### src/rtl/monitor_baterias_descargadas.sv
// Battery charge monitor, N independent channels.
// Each channel classifies its charge level, debounces the target class over
// CICLOS_FILTRO consecutive cycles and holds a sticky alarm on discharge.
//
// Ports:
//   clk                    system clock, rising edge
//   rst_n                  asynchronous active-low reset
//   habilitar              monitor enable (low: states/alarms hold, filters cleared)
//   carga_baterias         packed charge levels, channel i at [i*ANCHO_CARGA +: ANCHO_CARGA]
//   borrar_alarma          per-channel sticky-alarm clear
//   advertencia_bateria    channel in DESCARGADA
//   bateria_baja           channel in BAJA
//   alarma_retenida        channel entered DESCARGADA since last clear
//   cualquier_advertencia  OR of advertencia_bateria
//   cuenta_descargadas     number of channels in DESCARGADA
//
// state      | meaning
// NORMAL     | charge recovered (>= UMBRAL_RECUPERACION) or never low
// BAJA       | charge low (<= UMBRAL_BAJO) or in hysteresis band after DESCARGADA
// DESCARGADA | charge is zero
module monitor_baterias_descargadas #(
   parameter int N_BATERIAS          = 2,
   parameter int ANCHO_CARGA         = 4,
   parameter int UMBRAL_BAJO         = 3,
   parameter int UMBRAL_RECUPERACION = 5,
   parameter int CICLOS_FILTRO       = 4
) (
   input  logic                                clk,
   input  logic                                rst_n,
   input  logic                                habilitar,
   input  logic [N_BATERIAS*ANCHO_CARGA-1:0]   carga_baterias,
   input  logic [N_BATERIAS-1:0]               borrar_alarma,
   output logic [N_BATERIAS-1:0]               advertencia_bateria,
   output logic [N_BATERIAS-1:0]               bateria_baja,
   output logic [N_BATERIAS-1:0]               alarma_retenida,
   output logic                                cualquier_advertencia,
   output logic [$clog2(N_BATERIAS+1)-1:0]     cuenta_descargadas
);

   localparam int CW = $clog2(CICLOS_FILTRO + 1);
   localparam int NW = $clog2(N_BATERIAS + 1);
   localparam logic [CW-1:0]          FILTRO_C = CW'(CICLOS_FILTRO);
   localparam logic [ANCHO_CARGA-1:0] BAJO_C   = ANCHO_CARGA'(UMBRAL_BAJO);
   localparam logic [ANCHO_CARGA-1:0] RECUP_C  = ANCHO_CARGA'(UMBRAL_RECUPERACION);

   typedef enum logic [1:0] {
      NORMAL     = 2'd0,
      BAJA       = 2'd1,
      DESCARGADA = 2'd2
   } estado_t;

   estado_t                r_estado    [N_BATERIAS];
   estado_t                r_candidato [N_BATERIAS];
   logic [CW-1:0]          r_contador  [N_BATERIAS];
   logic [N_BATERIAS-1:0]  r_alarma;

   estado_t                w_estado_sig    [N_BATERIAS];
   estado_t                w_candidato_sig [N_BATERIAS];
   estado_t                w_objetivo      [N_BATERIAS];
   logic [CW-1:0]          w_contador_sig  [N_BATERIAS];
   logic [CW-1:0]          w_contador_inc  [N_BATERIAS];
   logic [ANCHO_CARGA-1:0] w_carga         [N_BATERIAS];
   logic [N_BATERIAS-1:0]  w_alarma_sig;
   logic [NW-1:0]          w_cuenta;

   always_ff @(posedge clk or negedge rst_n) begin
      if (!rst_n) begin
         for (int i = 0; i < N_BATERIAS; i++) begin
            r_estado[i]    <= NORMAL;
            r_candidato[i] <= NORMAL;
            r_contador[i]  <= '0;
         end
         r_alarma <= '0;
      end else begin
         for (int i = 0; i < N_BATERIAS; i++) begin
            r_estado[i]    <= w_estado_sig[i];
            r_candidato[i] <= w_candidato_sig[i];
            r_contador[i]  <= w_contador_sig[i];
         end
         r_alarma <= w_alarma_sig;
      end
   end

   always_comb begin
      w_estado_sig    = r_estado;
      w_candidato_sig = r_candidato;
      w_contador_sig  = r_contador;
      w_alarma_sig    = r_alarma;
      for (int i = 0; i < N_BATERIAS; i++) begin
         w_carga[i]        = carga_baterias[i*ANCHO_CARGA +: ANCHO_CARGA];
         w_contador_inc[i] = r_contador[i] + CW'(1);

         if (w_carga[i] == '0)
            w_objetivo[i] = DESCARGADA;
         else if (w_carga[i] <= BAJO_C)
            w_objetivo[i] = BAJA;
         else if (w_carga[i] >= RECUP_C)
            w_objetivo[i] = NORMAL;
         else if (r_estado[i] == DESCARGADA)
            // hysteresis band never holds a channel in DESCARGADA
            w_objetivo[i] = BAJA;
         else
            w_objetivo[i] = r_estado[i];

         if (!habilitar) begin
            w_contador_sig[i] = '0;
         end else if (w_objetivo[i] == r_estado[i]) begin
            w_contador_sig[i] = '0;
         end else if ((w_objetivo[i] != r_candidato[i]) || (r_contador[i] == '0)) begin
            // fresh target: count starts at 1, no credit from a previous target
            w_candidato_sig[i] = w_objetivo[i];
            if (FILTRO_C == CW'(1)) begin
               w_estado_sig[i]   = w_objetivo[i];
               w_contador_sig[i] = '0;
            end else begin
               w_contador_sig[i] = CW'(1);
            end
         end else if (w_contador_inc[i] == FILTRO_C) begin
            w_estado_sig[i]   = r_candidato[i];
            w_contador_sig[i] = '0;
         end else begin
            w_contador_sig[i] = w_contador_inc[i];
         end

         // set has priority over clear on the entry edge
         if ((w_estado_sig[i] == DESCARGADA) && (r_estado[i] != DESCARGADA))
            w_alarma_sig[i] = 1'b1;
         else if (borrar_alarma[i])
            w_alarma_sig[i] = 1'b0;
      end
   end

   always_comb begin
      advertencia_bateria = '0;
      bateria_baja        = '0;
      w_cuenta            = '0;
      for (int i = 0; i < N_BATERIAS; i++) begin
         advertencia_bateria[i] = (r_estado[i] == DESCARGADA);
         bateria_baja[i]        = (r_estado[i] == BAJA);
         w_cuenta               = w_cuenta + NW'(advertencia_bateria[i]);
      end
   end

   assign alarma_retenida       = r_alarma;
   assign cualquier_advertencia = |advertencia_bateria;
   assign cuenta_descargadas    = w_cuenta;

endmodule

### config.mk
export PLATFORM = sky130hd
export DESIGN_NAME = monitor_baterias_descargadas
export DESIGN_NICKNAME = d
export VERILOG_FILES = /design/src/rtl/monitor_baterias_descargadas.sv
export SDC_FILE = /design/constraint.sdc
export NUM_CORES = 1
export LEC_CHECK = 0
export CAP_MARGIN = 10
export CELL_PAD_IN_SITES_DETAIL_PLACEMENT = 1
export CELL_PAD_IN_SITES_GLOBAL_PLACEMENT = 1
export CORE_MARGIN = 1
export CORE_UTILIZATION = 34
export DETAILED_ROUTE_END_ITERATION = 6
export HOLD_SLACK_MARGIN = 0.1
export PLACE_DENSITY = 0.78
export SYNTH_ARGS = -nofsm -noshare
export SYNTH_HDL_FRONTEND = slang
export SYNTH_SLANG_ARGS = --single-unit
export TNS_END_PERCENT = 50
### constraint.sdc
create_clock -name clk -period 1.85 [get_ports clk]
set_input_delay 0.4625 -clock clk [delete_from_list [all_inputs] [get_ports clk]]
set_output_delay 0.4625 -clock clk [all_outputs]
set_load 0.1 [all_outputs]
# Word-level counts from Yosys, hierarchy flattened
# Cells that the tools add are included.
[totals] inputBits=13 word_cells=72 regBits=16 output_inout_bits=9
[classes] mux=28 addsub=3 eq_ne=14 order_cmp=4 bitwise_logic=2 n_reduce_logical=13
[ops] op="2-bit 2-to-1 mux" count=16
[ops] op="3-bit 2-to-1 mux" count=8
[ops] op="2-bit equality test (second input constant)" count=4
[ops] op="4-bit by 3-bit >= comparator with 1-bit output (second input constant)" count=2
[ops] op="4-bit by 2-bit less-or-equal comparator with 1-bit output (second input constant)" count=2
[ops] op="4-bit zero test" count=2
[ops] op="3-bit by 1-bit adder with 3-bit output (second input constant)" count=2
[ops] op="3-bit equality test (second input constant)" count=2
[ops] op="3-bit zero test" count=2
[ops] op="3-bit AND reduction" count=2
[ops] op="2-bit by 1-bit equality test with 1-bit output (second input constant)" count=2
[ops] op="2-bit equality test" count=2
[ops] op="1-bit 2-to-1 mux" count=4
[ops] op="2-bit inequality test" count=2
[ops] op="2-bit inequality test (second input constant)" count=2
[ops] op="2-bit nonzero test" count=2
[ops] op="1-bit by 1-bit adder with 2-bit output" count=1
[ops] op="1-bit logical AND" count=2
[ops] op="1-bit logical OR" count=2
[ops] op="1-bit NOT" count=2
[ops] op="2-bit OR reduction" count=1

# Longest topological paths before layout
[depth] word_depth=13 depth_mapped=7 depth_no_buf=7

# Worst setup path after synthesis
# OpenSTA, ideal clock, no wires.
[synth_path] kind="register -> register" startpoint="register r_estado[1] in the netlist's numbering" endpoint="register r_alarma[1] (netlist: alarma_retenida[1])" path_slack_ps=-1059 synth_period_minus_slack_ps=2909 setup_time_ps=123 required_time_ps=1727 path_buffers=0 t_arrival_ps=2786 path_stages_with_launch=6 cell_sequence="dfrtp_1 nor2b_1 mux2i_1 o311a_1 nor3b_1 a32o_1"
[synth_between] elab_chain_cells=13 word_cells_on_any_way=17 cone_classes="eq/ne: 5; mux: 9; reduce/logical: 3"
[synth_rtl] element="start: declaration" line="52" text="estado_t r_estado [N_BATERIAS];"
[synth_rtl] element="start signal: indexed assignment" line="76" text="r_estado[i] <= w_estado_sig[i];"
[synth_rtl] element="2-bit equality test" line="99" text="else if (r_estado[i] == DESCARGADA)"
[synth_rtl] element="2-bit 2-to-1 mux" line="99"
[synth_rtl] element="2-bit 2-to-1 mux" line="97" text="else if (w_carga[i] >= RECUP_C)"
[synth_rtl] element="2-bit 2-to-1 mux" line="95" text="else if (w_carga[i] <= BAJO_C)"
[synth_rtl] element="2-bit 2-to-1 mux" line="93" text="if (w_carga[i] == '0)"
[synth_rtl] element="2-bit inequality test" line="109" text="end else if ((w_objetivo[i] != r_candidato[i]) || (r_contador[i] == '0)) begin"
[synth_rtl] element="1-bit logical OR" line="109"
[synth_rtl] element="2-bit 2-to-1 mux" line="109"
[synth_rtl] element="2-bit 2-to-1 mux" line="107" text="end else if (w_objetivo[i] == r_estado[i]) begin"
[synth_rtl] element="2-bit 2-to-1 mux" line="105" text="if (!habilitar) begin"
[synth_rtl] element="2-bit equality test" line="126" text="if ((w_estado_sig[i] == DESCARGADA) && (r_estado[i] != DESCARGADA))"
[synth_rtl] element="1-bit logical AND *" line="126"
[synth_rtl] element="1-bit 2-to-1 mux or 2-bit nonzero test (tied branches)"
[synth_rtl] element="end signal: assignment" line="80" text="r_alarma <= w_alarma_sig;"
[synth_rtl] element="end: declaration" line="55" text="logic [N_BATERIAS-1:0] r_alarma;"
# Mark *: on every way between the ends. The rest lies on a longest branch, timed or not.
# A chain may end at the register's enable or synchronous reset.

# Worst setup path in the final report
[layout_path] startpoint="register r_estado[1] in the netlist's numbering" endpoint="output port cuenta_descargadas[1]"
[layout_between] elab_chain_cells=2
[layout_rtl] element="2-bit equality test" line="138" text="advertencia_bateria[i] = (r_estado[i] == DESCARGADA);"
[layout_rtl] element="1-bit by 1-bit adder with 2-bit output" line="140" text="w_cuenta = w_cuenta + NW'(advertencia_bateria[i]);"
[layout_rtl] element="end: declaration" line="37" text="output logic [$clog2(N_BATERIAS+1)-1:0] cuenta_descargadas"
# Every way passes these cells.

==> results by group <==
Status
  – Status: finished with violations
  – Failing checks: negative setup slack

Route
  – Via Count: roughly 1300
  – Drt wl/cell: 22.65 µm
  – Initial DRT Pass Iterations: 4
  – Initial drt markers: 70
  – Remaining DRCs: 0
  – Final Routed Wirelength: between 5000 and 6000 µm
  – Vias/cell: approximately 5.5
  – Final ANT Viol Nets: 0

Power
  – Power per cell area: 382.5 mW/mm²
  – Worst vdd ir: 0.3430 mV
  – Sw Pwr: about 0.00025 W
  – Clock Power Share: between 20% and 30%
  – Switching share of power: 31.74%
  – Pleak: 0.8903 nW
  – Sequential share of power: 48.1%
  – Combinational power share: 26.4%
  – Int Pwr: roughly 0.00054 W

Die
  – DIE AREA: around 0.0037 mm²
  – I/O Pins: 22
  – Row cnt: 20
  – Die H: roughly 60 µm
  – Die width: 60.66 µm
  – Initial Util: 37.10%
  – Core Footprint: ~0.0032 mm²

CTS
  – Clk buf depth: 2
  – Worst-skew pair later-pin latency: 0.30 ns
  – Num CTS Buffers: 3
  – Htree depth: 1
  – Clock sink count: 16
  – CTS tree: done
  – Root buf cell: clkbuf_4
  – Clk slew on worst S/H paths: 0.10 ns

Timing
  – Setup ws final: -0.1515 ns
  – Fmax: 0.4996 GHz
  – Final setup fails: 14
  – Setup tns final: -0.9558 ns
  – Final hold vios: 0
  – Unrepaired setup endpoints after global routing: true
  – Tcrit/Tclk final: 108.2%
  – Clock skew: approximately 0.0012 ns
  – Max transition margin: 72.84%
  – Worst Max-Slew Pin Slew: 0.4032 ns
  – Final min period: 2.002 ns
  – Final Slew Violations: 0

Worst setup path
  – CP Capture Type: primary output
  – Crit path cell chain: nand2b_4 -> clkinvlp_4 -> buf_6 -> ha_4 -> buf_12
  – Reg2Reg Depth: 7
  – WS Path Type: register to primary output
  – RR Endpoint: r_estado[0]
  – CP top delay family: flip-flops
  – CP required: 1.39 ns
  – Worst R2R Start: r_contador[0]
  – Crit path max fanout: 5
  – Crit path DAT: ~1.5 ns
  – Crit-path slowest cell: dfrtp_2
  – CP Buf/Inv Count: 3
  – CP max stage delay: roughly 0.50 ns
  – Worst Setup Start Kind: register
  – Setup slack, reg-to-reg: -0.10 ns

Global routing
  – All-Layer GR Usage: 25.02%
  – Met1 GRT Util: 28.53%
  – GR Overflow Total: 0
  – Largest net degree at the start of global routing: 17
  – GR Layer Usage met3: 2.985%
  – Antenna violations before repair: 0
  – Vias in the first global route: 1336
  – First-pass GRT wire length: 6630 µm
  – GR peak layer: met2
  – Met2 Usage GRT: 48.98%

Min path
  – Path type of the worst min-delay path: input pin to asynchronous set/reset pin

Finish
  – Fin nets: 215
  – Core Util, Final: 65.12%
  – Fin area: a little over 0.002 mm²
  – Area Growth Syn to Fin: 75.51%
  – Layout fillers: approximately 350
  – Diodes inserted: 0
  – Non-Filler Instances: 234
  – Share of cells above drive strength 1: a little over half

Synth
  – Main flop type after synthesis: dfrtp_1
  – Synth warn: 0
  – Synth area leader: dfrtp_1
  – Mapped Area: approximately 0.0012 mm²
  – Yosys reg bits: 16
  – List of most frequent post-synthesis cells: 20 x inv_1, 16 x dfrtp_1, 10 x ha_1, 9 x nor2_1
  – Post-synthesis sequential area ratio: roughly 34%
  – Syn avg cell area: 9.434 µm²
  – Cell with the most instances after synthesis: inv_1
  – Distinct cells, synth: 38
  – Syn nets: between 100 and 150
  – Top-area cell type share of the netlist area: 34.22%
  – EDFF count, synth: 0
  – Mapped Cells: 124
  – Largest cells by area after synthesis: dfrtp_1 34%, ha_1 11%, inv_1 6.4%, mux2_2 4.8%, mux2i_1 4.3%
  – Post-synth ARST share: 100.0%

Run
  – Max-cap violations: 0

Place
  – IO Port Bufs: 21
  – # placed instances: 212
  – Placed Area: 0.001747 mm²
  – Final Wtd Congestion: between 0.8 and 0.9
  – Hpwl dp: 2523 µm
==> metal layers <==
metal	part of all wire, %	routed length, µm	up-vias
li1	-	-	558
met5	0	0	-
met4	4.6	244	0
met2	50	2659	63
met3	4.9	259	23
met1	40	2136	632
==> worst max path at each step <==
stage / start / to / slack [ns] / depth (start not counted)
2_1_floorplan: r_estado[1] / r_estado[0] / -0.39 / 6
3_3_place_gp: carga_baterias[3] / r_estado[2] / -0.59 / 7
3_5_place_dp: carga_baterias[5] / alarma_retenida[1] / -0.65 / 6
4_1_cts: r_estado[1] / cuenta_descargadas[1] / -0.02 / 5
5_1_grt: r_estado[1] / cuenta_descargadas[1] / -0.17 / 5
6_report: r_estado[1] / cuenta_descargadas[1] / -0.15 / 5
==> worst register-to-register path, cell delays in order, from the launching register on <==
cell	delay (ns)
dfrtp_1	0.38
inv_1	0.07
ha_1	0.22
nor2b_1	0.16
nor2_1	0.21
mux2i_4	0.12
nor4b_4	0.35
mux2_4	0.35
==> cell families (layout without fill, tap and decap cells) <==
group                    after synthesis  in the layout  share of synthesized area [%]
AO/OA/AOI/OAI                         21             21                          14.55
adder cells (fa/ha/maj)               10             10                          10.70
buffers and inverters                 22             88                          8.021
flip-flops                            16             16                          34.22
multiplexers                          10             10                          9.091
AND/OR/NAND/NOR                       45             45                          23.42
==> cell type report <==
cell class | instances | area [µm²] | share of cell area (%)
multi-input combinational | 86 | 859.6 | 41.86
timing repair buffer | 65 | 629.4 | 30.65
sequential | 16 | 404.1 | 19.68
inverter | 20 | 82.58 | 4.022
tap | 44 | 55.05 | 2.681
clock buffer | 3 | 22.52 | 1.097
==> power by group through the flow <==
stage | Sequential, W | Clock [W] | Combinational, W
5_1_grt | 0.000378 | 0.000216 | 0.000220
4_1_cts | 0.000374 | 0.000191 | 0.000171
6_report | 0.000378 | 0.000200 | 0.000207
3_3_place_gp | 0.000379 | 0 | 0.000153
2_1_floorplan | 0.000376 | 0 | 0.0000727
3_5_place_dp | 0.000380 | 0 | 0.000162
==> sequential cells by signal (all words and copies together), names as in the netlist <==
signal	flops
r_candidato	4
alarma_retenida	2
r_estado	4
r_contador	6
==> cells in the final DEF, fill, tap and decap left out, types with 2 or more instances in the layout <==
master and instances:
nor2_2 2, buf_4 38, dfrtp_2 3, and2_1 2, nand2b_4 2, inv_1 17, ha_4 2, dfrtp_1 13
clkbuf_2 4, clkdlybuf4s50_1 4, mux2_4 4, nand3b_1 2, nor2b_1 3, ha_1 8, nand3_1 3, mux2i_1 2
o21ai_1 2, nor4b_4 2, nand2_1 6, clkbuf_4 3, nor2_1 6, mux2i_4 2, clkinvlp_4 2, buf_12 9
nor3_2 2, dlygate4sd2_1 3, nor2b_4 2, o21ai_2 2, o21ai_0 3, buf_6 6
==> what timing repair did <==
item,in CTS,in global routing
hold buffers,0,0
gates resized for setup,37,23
pin swaps,12,8
endpoints found under the setup margin,17,12
buffers inserted,9,10
==> through the flow <==
step / setup WS [ns] / hold WS (ns) / total power [W]
2_1_floorplan: -0.3859 / 0.1669 / 0.0004491
3_3_place_gp: -0.5895 / 0.5268 / 0.0005325
6_report: -0.1515 / 0.4784 / 0.0007853
5_1_grt: -0.1702 / 0.4949 / 0.0008137
4_1_cts: -0.02314 / 0.5049 / 0.0007357
3_5_place_dp: -0.6487 / 0.5339 / 0.0005426
(Power assumes the default switching activity.)
